## src/rtl/lmu_pchinfo_buf.sv

```systemverilog
// Patch-info buffer: circular FIFO of {last, pchop1, pchop0, facebd_n, pchtype} entries.
// The head is read show-ahead; pchinfo_valid is raised only once a whole array is buffered.

`ifndef PCHTYPE_BW
`define PCHTYPE_BW 4
`endif
`ifndef FACEBD_BW
`define FACEBD_BW 3
`endif
`ifndef OPCODE_BW
`define OPCODE_BW 8
`endif

module lmu_pchinfo_buf #(
    parameter int DEPTH  = 16,
    parameter int PTR_BW = 4
) (
    input  logic                    clk,
    input  logic                    rst,

    input  logic                    pchinfo_in_valid,
    output logic                    pchinfo_in_ready,
    input  logic [`PCHTYPE_BW-1:0]  pchtype_in,
    input  logic [`FACEBD_BW-1:0]   facebd_n_in,
    input  logic [`OPCODE_BW-1:0]   pchop0_in,
    input  logic [`OPCODE_BW-1:0]   pchop1_in,
    input  logic                    pchinfo_in_last,

    output logic                    pchinfo_valid,
    output logic [`PCHTYPE_BW-1:0]  pchtype,
    output logic [`FACEBD_BW-1:0]   facebd_n,
    output logic [`OPCODE_BW-1:0]   pchop0,
    output logic [`OPCODE_BW-1:0]   pchop1,
    output logic                    pchinfo_rdlast,
    input  logic                    pchinfo_pop,

    output logic [PTR_BW:0]         occupancy,
    output logic                    ovf_err,
    output logic                    udf_err
);

    typedef struct packed {
        logic                   last;
        logic [`OPCODE_BW-1:0]  pchop1;
        logic [`OPCODE_BW-1:0]  pchop0;
        logic [`FACEBD_BW-1:0]  facebd_n;
        logic [`PCHTYPE_BW-1:0] pchtype;
    } entry_t;

    localparam logic [PTR_BW:0] FULL_CNT = (PTR_BW + 1)'(DEPTH);

    entry_t              mem_q [DEPTH];
    logic [PTR_BW-1:0]   wr_ptr_q, wr_ptr_d;
    logic [PTR_BW-1:0]   rd_ptr_q, rd_ptr_d;
    logic [PTR_BW:0]     occ_q, occ_d;
    logic [PTR_BW:0]     array_cnt_q, array_cnt_d;
    logic                ovf_q, ovf_d;
    logic                udf_q, udf_d;

    entry_t              wr_entry;
    entry_t              head;
    logic                empty;
    logic                wr_en;
    logic                rd_en;
    logic                arr_inc;
    logic                arr_dec;

    assign empty            = (occ_q == '0);
    assign pchinfo_in_ready = (occ_q != FULL_CNT);
    assign wr_en            = pchinfo_in_valid & pchinfo_in_ready;
    assign rd_en            = pchinfo_pop & ~empty;

    assign wr_entry = '{last:     pchinfo_in_last,
                        pchop1:   pchop1_in,
                        pchop0:   pchop0_in,
                        facebd_n: facebd_n_in,
                        pchtype:  pchtype_in};

    // Stale memory contents never leak: the head is forced to zero while empty.
    assign head = empty ? '0 : mem_q[rd_ptr_q];

    assign pchtype        = head.pchtype;
    assign facebd_n       = head.facebd_n;
    assign pchop0         = head.pchop0;
    assign pchop1         = head.pchop1;
    assign pchinfo_rdlast = ~empty & head.last;
    assign pchinfo_valid  = (array_cnt_q != '0);
    assign occupancy      = occ_q;
    assign ovf_err        = ovf_q;
    assign udf_err        = udf_q;

    assign arr_inc = wr_en & pchinfo_in_last;
    assign arr_dec = rd_en & head.last;

    always_comb begin
        // NOTE: every next-state variable gets a default first so no path leaves it unassigned (no latch).
        wr_ptr_d    = wr_ptr_q;
        rd_ptr_d    = rd_ptr_q;
        occ_d       = occ_q;
        array_cnt_d = array_cnt_q;
        ovf_d       = ovf_q | (pchinfo_in_valid & ~pchinfo_in_ready);
        udf_d       = udf_q | (pchinfo_pop & empty);

        if (wr_en) wr_ptr_d = wr_ptr_q + 1'b1;
        if (rd_en) rd_ptr_d = rd_ptr_q + 1'b1;

        unique case ({wr_en, rd_en})
            2'b10:   occ_d = occ_q + 1'b1;
            2'b01:   occ_d = occ_q - 1'b1;
            default: occ_d = occ_q;
        endcase

        unique case ({arr_inc, arr_dec})
            2'b10:   array_cnt_d = array_cnt_q + 1'b1;
            2'b01:   array_cnt_d = array_cnt_q - 1'b1;
            default: array_cnt_d = array_cnt_q;
        endcase
    end

    always_ff @(posedge clk) begin
        // NOTE: sequential state uses non-blocking assignments so every flop samples pre-edge values.
        if (rst) begin
            wr_ptr_q    <= '0;
            rd_ptr_q    <= '0;
            occ_q       <= '0;
            array_cnt_q <= '0;
            ovf_q       <= 1'b0;
            udf_q       <= 1'b0;
        end else begin
            wr_ptr_q    <= wr_ptr_d;
            rd_ptr_q    <= rd_ptr_d;
            occ_q       <= occ_d;
            array_cnt_q <= array_cnt_d;
            ovf_q       <= ovf_d;
            udf_q       <= udf_d;
        end
    end

    // NOTE: the storage array has no reset; occupancy gating makes its power-up contents irrelevant.
    always_ff @(posedge clk) begin
        if (wr_en & ~rst) begin
            mem_q[wr_ptr_q] <= wr_entry;
        end
    end

endmodule

```

## config.mk

```make
export PLATFORM = sky130hd
export DESIGN_NAME = lmu_pchinfo_buf
export DESIGN_NICKNAME = d
export VERILOG_FILES = /design/src/rtl/lmu_pchinfo_buf.sv
export SDC_FILE = /design/constraint.sdc
export NUM_CORES = 1
export LEC_CHECK = 0
export ABC_AREA = 1
export ABC_CLOCK_PERIOD_IN_PS = 2600
export BUFFER_PORTS_ARGS = -buffer_cell sky130_fd_sc_hd__buf_2
export CORE_UTILIZATION = 36
export DETAILED_ROUTE_END_ITERATION = 8
export SLEW_MARGIN = 20
export SYNTH_ARGS = -nofsm -noshare
export SYNTH_HDL_FRONTEND = slang
export SYNTH_SLANG_ARGS = --single-unit
```

## constraint.sdc

```tcl
create_clock -name clk -period 2.6 [get_ports clk]
set_clock_uncertainty 0.1 [all_clocks]
set_input_delay 0.39 -clock clk [delete_from_list [all_inputs] [get_ports clk]]
set_output_delay 0.39 -clock clk [all_outputs]
set_load 0.02 [all_outputs]
```

==> metrics.md, run 1 <==
| Metric | Value |
|---|---|
| Status | complete, but fails checks |
| Failing checks | setup timing |
| DRC violation count after routing | 0 |
| Total power | 20.90 mW |
| Combinational Power Share | 35.6% |
| Commonest cells in the netlist | 514 x nand2_1, 384 x edfxtp_1, 299 x nand3_1 |
| Period minus WS final | 2656 ps |
| # Max-Cap Violations | 0 |
| Synth Instances | 1451 |
| Syn Area/Cell | 11.50 sq um |
| Maximum fanout along the worst path | 7 |
| # setup viols final | 12 |
| Seq pwr share | 36.1% |
| Final period utilization | 102.2% |
| Synth Cell Area | 0.01668 sq mm |
| Dpl ws | 125.5 ps |
| GRT Util Overall | 18.16% |
| Async SR Flop Fraction | 0% |
| CTS Buf Count | 43 |
| Psw | 6.976 mW |
| Most area-hungry cell type in the Yosys netlist | edfxtp_1 |
| Top_reg_cell synth | edfxtp_1 |
| Dominant cells by area after synthesis | edfxtp_1 69%, nand2_1 12%, nand3_1 9.0% |
| Total gr overflow | 0 |
| Int Pwr | 13.93 mW |
| Routed Antenna Nets | 0 |
| Max VDD drop | 748.1 uV |
| Reg clk slew, reported paths | 60 ps |
| DR WL/cell | 19.83 um |
| Vias in the first global route | 11040 |
| Worst EP required | 2110 ps |
| Fmax | 376.4 MHz |
| Sw frac | 33.37% |
| Clock root buffer | clkbuf_16 |
| Drt first-iter violations | 847 |
| Die width | 217.3 um |
| CTS tree | done |
| PwrDens | 997.1 mW/mm^2 |
| Setup_tns | -413.7 ps |
| Initial antenna violation count | 2 |
| Pin count of the biggest net entering global routing | 58 |
| Pins Over Slew Limit | 0 |
| Initial Utilization | 36.61% |
| Clock Tree Buf Depth | 3 |
| Clk pwr share | 28.3% |
| Die Ht | 217.3 um |
| Fraction of layout cells with a size suffix above 1 | 21.44% |
| Yosys warns | 0 |
| Syn Nets | 1494 |
| Seq/Total Area, Yosys | 71.99% |
| Area Growth Syn to Fin | 25.64% |
| Yosys reg bits | 408 |
| Hold_ws | 70.32 ps |
| IO buf count | 60 |
| Hold Fails Final Rpt | 0 |
| DR pass1 iterations | 5 |
| Crit path launch type | flip-flop |
| Setup WS post-layout | -56.44 ps |
| Via-to-Cell Ratio | 5.107 |
| Core Util, Final | 45.99% |
| CTS Sinks | 408 |
| Htree depth | 2 |
| Clock Latency Late Sink | 560 ps |
| Synth cell types | 20 |
| I/O Pins | 61 |
| Crit path DAT | 2170 ps |
| Worst slew pin tran | 460.2 ps |
| Gpl congestion | 0.8128 |
| Final HPWL DP | 21370 um |
| Crit Path Class | flip-flop to output port |
| Most numerous cell in the Yosys netlist | nand2_1 |
| EDFF count, synth | 384 |
| Synth top area share | 69.11% |
| Leakage | 7.676 nW |
| Core ar. | 0.04558 sq mm |
| Hold Crit Class | primary input to flip-flop |
| Slew headroom | 69.32% |
| First-pass GRT wire length | 64950 um |
| Setup crit end kind | output port |
| # rows | 78 |
| Via count | 11220 |
| Unrepaired setup endpoints after global routing | true |
| WL final | 43540 um |
| Die area | 0.04721 sq mm |
| Nets | 1606 |
[through the flow]
stage	cell area [sq um]	cells
final	20960	2196
after global routing	20960	2196
after CTS	20120	2176
after detailed placement	18050	2075
after global placement	18050	2075
after floorplan	16680	1451
[flip-flops by register name (all words and copies together), names as in the netlist, named ones only]
| signal | count |
|---|---|
| mem_q | 384 |
| array_cnt_q | 5 |
| occupancy | 5 |
| rd_ptr_q | 4 |
| wr_ptr_q | 4 |
| ovf_err | 1 |
| udf_err | 1 |
[layer usage]
layer,part of all wire (%),GRT usage (%),vias up
met5,0.032,0,-
met4,2.4,5.986,2
met3,6.4,3.564,74
met2,49,30.09,326
met1,43,23.85,5512
li1,-,-,5302
[power by group through the flow]
stage,Combinational [mW],Clock [mW],Sequential (mW)
floorplan,3.61,0,7.65
global placement,5.22,0,7.66
detailed placement,5.27,0,7.67
CTS,6.41,6.00,7.54
global route,8.08,6.26,7.57
finish,7.45,5.91,7.55
[layout by cell type (no fill, tap or decap), drive strengths merged]
master and instances:
nand3 299, o21ai 12, nand4 2, dfxtp 24, ha 13, buf 139, diode 1, dlygate4sd3 2
edfxtp 384, xnor2 4, clkinv 17, fa 2, inv 27, nand2 515, nor2 35, clkbuf 68
o211ai 2, a21oi 42, xor2 4, bufinv 4
[repair_timing]
action | CTS | global route
gates cloned | 11 | 12
pin swaps | 16 | 49
endpoints found under the hold margin | 2 | 0
setup endpoints to repair | 23 | 30
resized for setup | 76 | 136
hold buffers | 2 | 0
buffers inserted | 12 | 7
[cell families (layout without fill, tap and decap cells)]
logic type                 after synthesis  after routing  share of synthesized area, %
AOI/OAI and AO/OA                       56             56                         1.710
xor gates and xnor gates                 8              8                        0.4199
adders and majority gates               15             15                         1.215
buffers and inverters                  113            257                         3.232
DFF                                    408            408                         71.99
other                                    0              1                             0
and+or+nand+nor                        851            851                         21.43
[final cells by class]
| class | count | area (sq um) |
|---|---|---|
| Antenna cell | 1 | 2.502 |
| Clock buffer | 59 | 1179 |
| Clock inverter | 18 | 161.4 |
| Fill cell | 3981 | 24610 |
| Inverter | 30 | 156.4 |
| Multi-Input combinational cell | 930 | 4745 |
| Sequential cell | 408 | 12020 |
| Tap cell | 600 | 750.7 |
| Timing Repair Buffer | 150 | 1948 |
[final timing paths]
check	end	slack, ps	depth (start not counted)	from
worst max-delay path	pchop1[6]	-60	11	flip-flop
worst min-delay path	udf_err	70	2	rst
worst max register to register	array_cnt_q[3]	90	16	flip-flop
worst min register to register	ovf_err	370	2	ovf_err
[critical path: stages (launching register included)]
cell and delay, ps:
dfxtp_4 440, clkinv_8 110, buf_16 170, buf_12 140
clkbuf_16 160, nand2_4 50, nand3_2 70, nand3_2 90
nand2_1 70, nand2_1 80, a21oi_2 70, buf_4 160
No activity file was read; power rests on OpenSTA's default activity.
==> inputs of run 2 (changes only) <==
--- a/config.mk
+++ b/config.mk
@@ -8,8 +8,9 @@
 export ABC_AREA = 1
 export ABC_CLOCK_PERIOD_IN_PS = 2600
 export BUFFER_PORTS_ARGS = -buffer_cell sky130_fd_sc_hd__buf_2
-export CORE_UTILIZATION = 36
+export CORE_UTILIZATION = 50
 export DETAILED_ROUTE_END_ITERATION = 8
+export PLACE_DENSITY = 0.69
 export SLEW_MARGIN = 20
 export SYNTH_ARGS = -nofsm -noshare
 export SYNTH_HDL_FRONTEND = slang
==> metrics.md, run 2 (same netlist as run 1, synthesis figures left out) <==
| Metric | Value |
|---|---|
| Fmax | 373.6 MHz |
| Clock Latency Late Sink | 530 ps |
| First-pass GRT wire length | 66280 um |
| Final period utilization | 102.9% |
| Gpl congestion | 0.8201 |
| Area of the multi-input gates | 0.004778 sq mm |
| Status | complete, but fails checks |
| Routed Antenna Nets | 0 |
| Unrepaired setup endpoints after global routing | true |
| Area Growth Syn to Fin | 24.02% |
| Most common cell after layout, fill and taps aside | nand2_1 |
| CP max stage delay | 350 ps |
| Largest reg by FF count | mem_q |
| Seq. cell area | 0.01202 sq mm |
| GRT Util Overall | 26.29% |
| Layout Cells excl Fill | 2034 |
| Nets | 1602 |
| CTS Sinks | 408 |
| Setup WS post-layout | -76.43 ps |
| Die width | 184.7 um |
| Hold Fails Final Rpt | 0 |
| Die area | 0.03410 sq mm |
| Maximum fanout along the worst path | 8 |
| Clock Tree Buf Depth | 3 |
| Total gr overflow | 0 |
| Reg clk slew, reported paths | 60 ps |
| Initial antenna violation count | 0 |
| IO buf count | 60 |
| PwrDens | 1014 mW/mm^2 |
| Failing checks | setup timing |
| Hold Crit Class | primary input to flip-flop |
| Crit Path Class | flip-flop to output port |
| CTS tree | done |
| Initial Utilization | 51.02% |
| Pin count of the biggest net entering global routing | 59 |
| Worst EP required | 2110 ps |
| Final HPWL DP | 21290 um |
| Period minus WS final | 2676 ps |
| Critical-path cell list | buf_8, inv_12, buf_12, buf_8, clkbuf_16, nand2_2, nand3_1, nand3_1, nand2_1, nand2_1, a21oi_2, buf_4 |
| Max FFs per register | 384 |
| Drt first-iter violations | 1347 |
| Leakage | 7.648 nW |
| I/O Pins | 61 |
| Core ar. | 0.03270 sq mm |
| Via count | 11760 |
| # rows | 66 |
| Setup crit end kind | output port |
| Most used cells in the layout excluding fill and tap cells | 467 x nand2_1, 384 x edfxtp_1, 255 x nand3_1 |
| Via-to-Cell Ratio | 5.782 |
| Max VDD drop | 705.7 uV |
| Fraction of layout cells with a size suffix above 1 | 21.81% |
| Clock root buffer | clkbuf_16 |
| Die Ht | 184.7 um |
| WL final | 45640 um |
| DR WL/cell | 22.44 um |
| Placed Cells | 1918 |
| Total power | 20.97 mW |
| Vias in the first global route | 11260 |
| DR pass1 iterations | 8 |
| DRC violation count after routing | 0 |
| CTS Buf Count | 42 |
| Crit path launch type | flip-flop |
| # setup viols final | 18 |
| # Max-Cap Violations | 0 |
| Core Util, Final | 63.28% |
| Htree depth | 2 |
| Worst slew pin tran | 510.1 ps |
| Pins Over Slew Limit | 0 |
| Hold_ws | 31.54 ps |
| Slew headroom | 65.99% |
| Fill cells | 2388 |
| Slowest CP cell | dfxtp_4 |
| Crit path DAT | 2190 ps |
| Dpl ws | 132.5 ps |
-- run 2: report_power, final --
group | internal [mW] | switching [mW]
Sequential | 7.38 | 0.153
Clock | 3.36 | 2.41
Combinational | 3.10 | 4.58
Total | 13.8 | 7.14
-- run 2: final timing paths --
check | from | end | slack, ps | cells past startpoint
max | flip-flop | pchop1[4] | -80 | 12
min | pchinfo_pop | udf_err | 30 | 3
max reg2reg | flip-flop | array_cnt_q[4] | 30 | 18
min reg2reg | ovf_err | ovf_err | 390 | 2
-- run 2: metal layers --
| metal | up-vias | part of all wire (%) | routed length (um) | track usage (%) |
|---|---|---|---|---|
| li1 | 5300 | - | - | - |
| met1 | 5723 | 39 | 17620 | 35.14 |
| met2 | 635 | 49 | 22170 | 43.67 |
| met3 | 102 | 9.3 | 4255 | 4.406 |
| met4 | 0 | 3.5 | 1592 | 8.893 |
| met5 | - | 0 | 0 | 0 |
-- run 2: worst max-delay path: cells and delay by family (launching register included) --
family | cells | cell delay (ps)
buf+inv | 6 | 780
flops | 1 | 350
simple gates | 5 | 320
compound gates | 1 | 190
-- run 2: layout make-up --
cell class                      count  area share (%)
Sequential cell                   408           58.09
Multi-Input combinational cell    930           23.09
Timing Repair Buffer              147           9.270
Clock buffer                       61           5.527
Tap cell                          442           2.673
Clock inverter                     15          0.7256
Inverter                           30          0.6107
Antenna cell                        1         0.01209
-- run 2: timing repair --
action | in CTS | in global routing
setup buffers | 16 | 2
pin swaps | 25 | 60
resized for setup | 100 | 127
hold buffers | 0 | 0
setup endpoints to repair | 23 | 30
cloned | 13 | 10
-- run 2: metrics by stage --
step	cell area [sq um]	TNS (ps)
global route	20690	-2379
global placement	17810	0
CTS	20000	-761.0
detailed placement	17810	0
floorplan	16680	-92700
finish	20690	-579.0
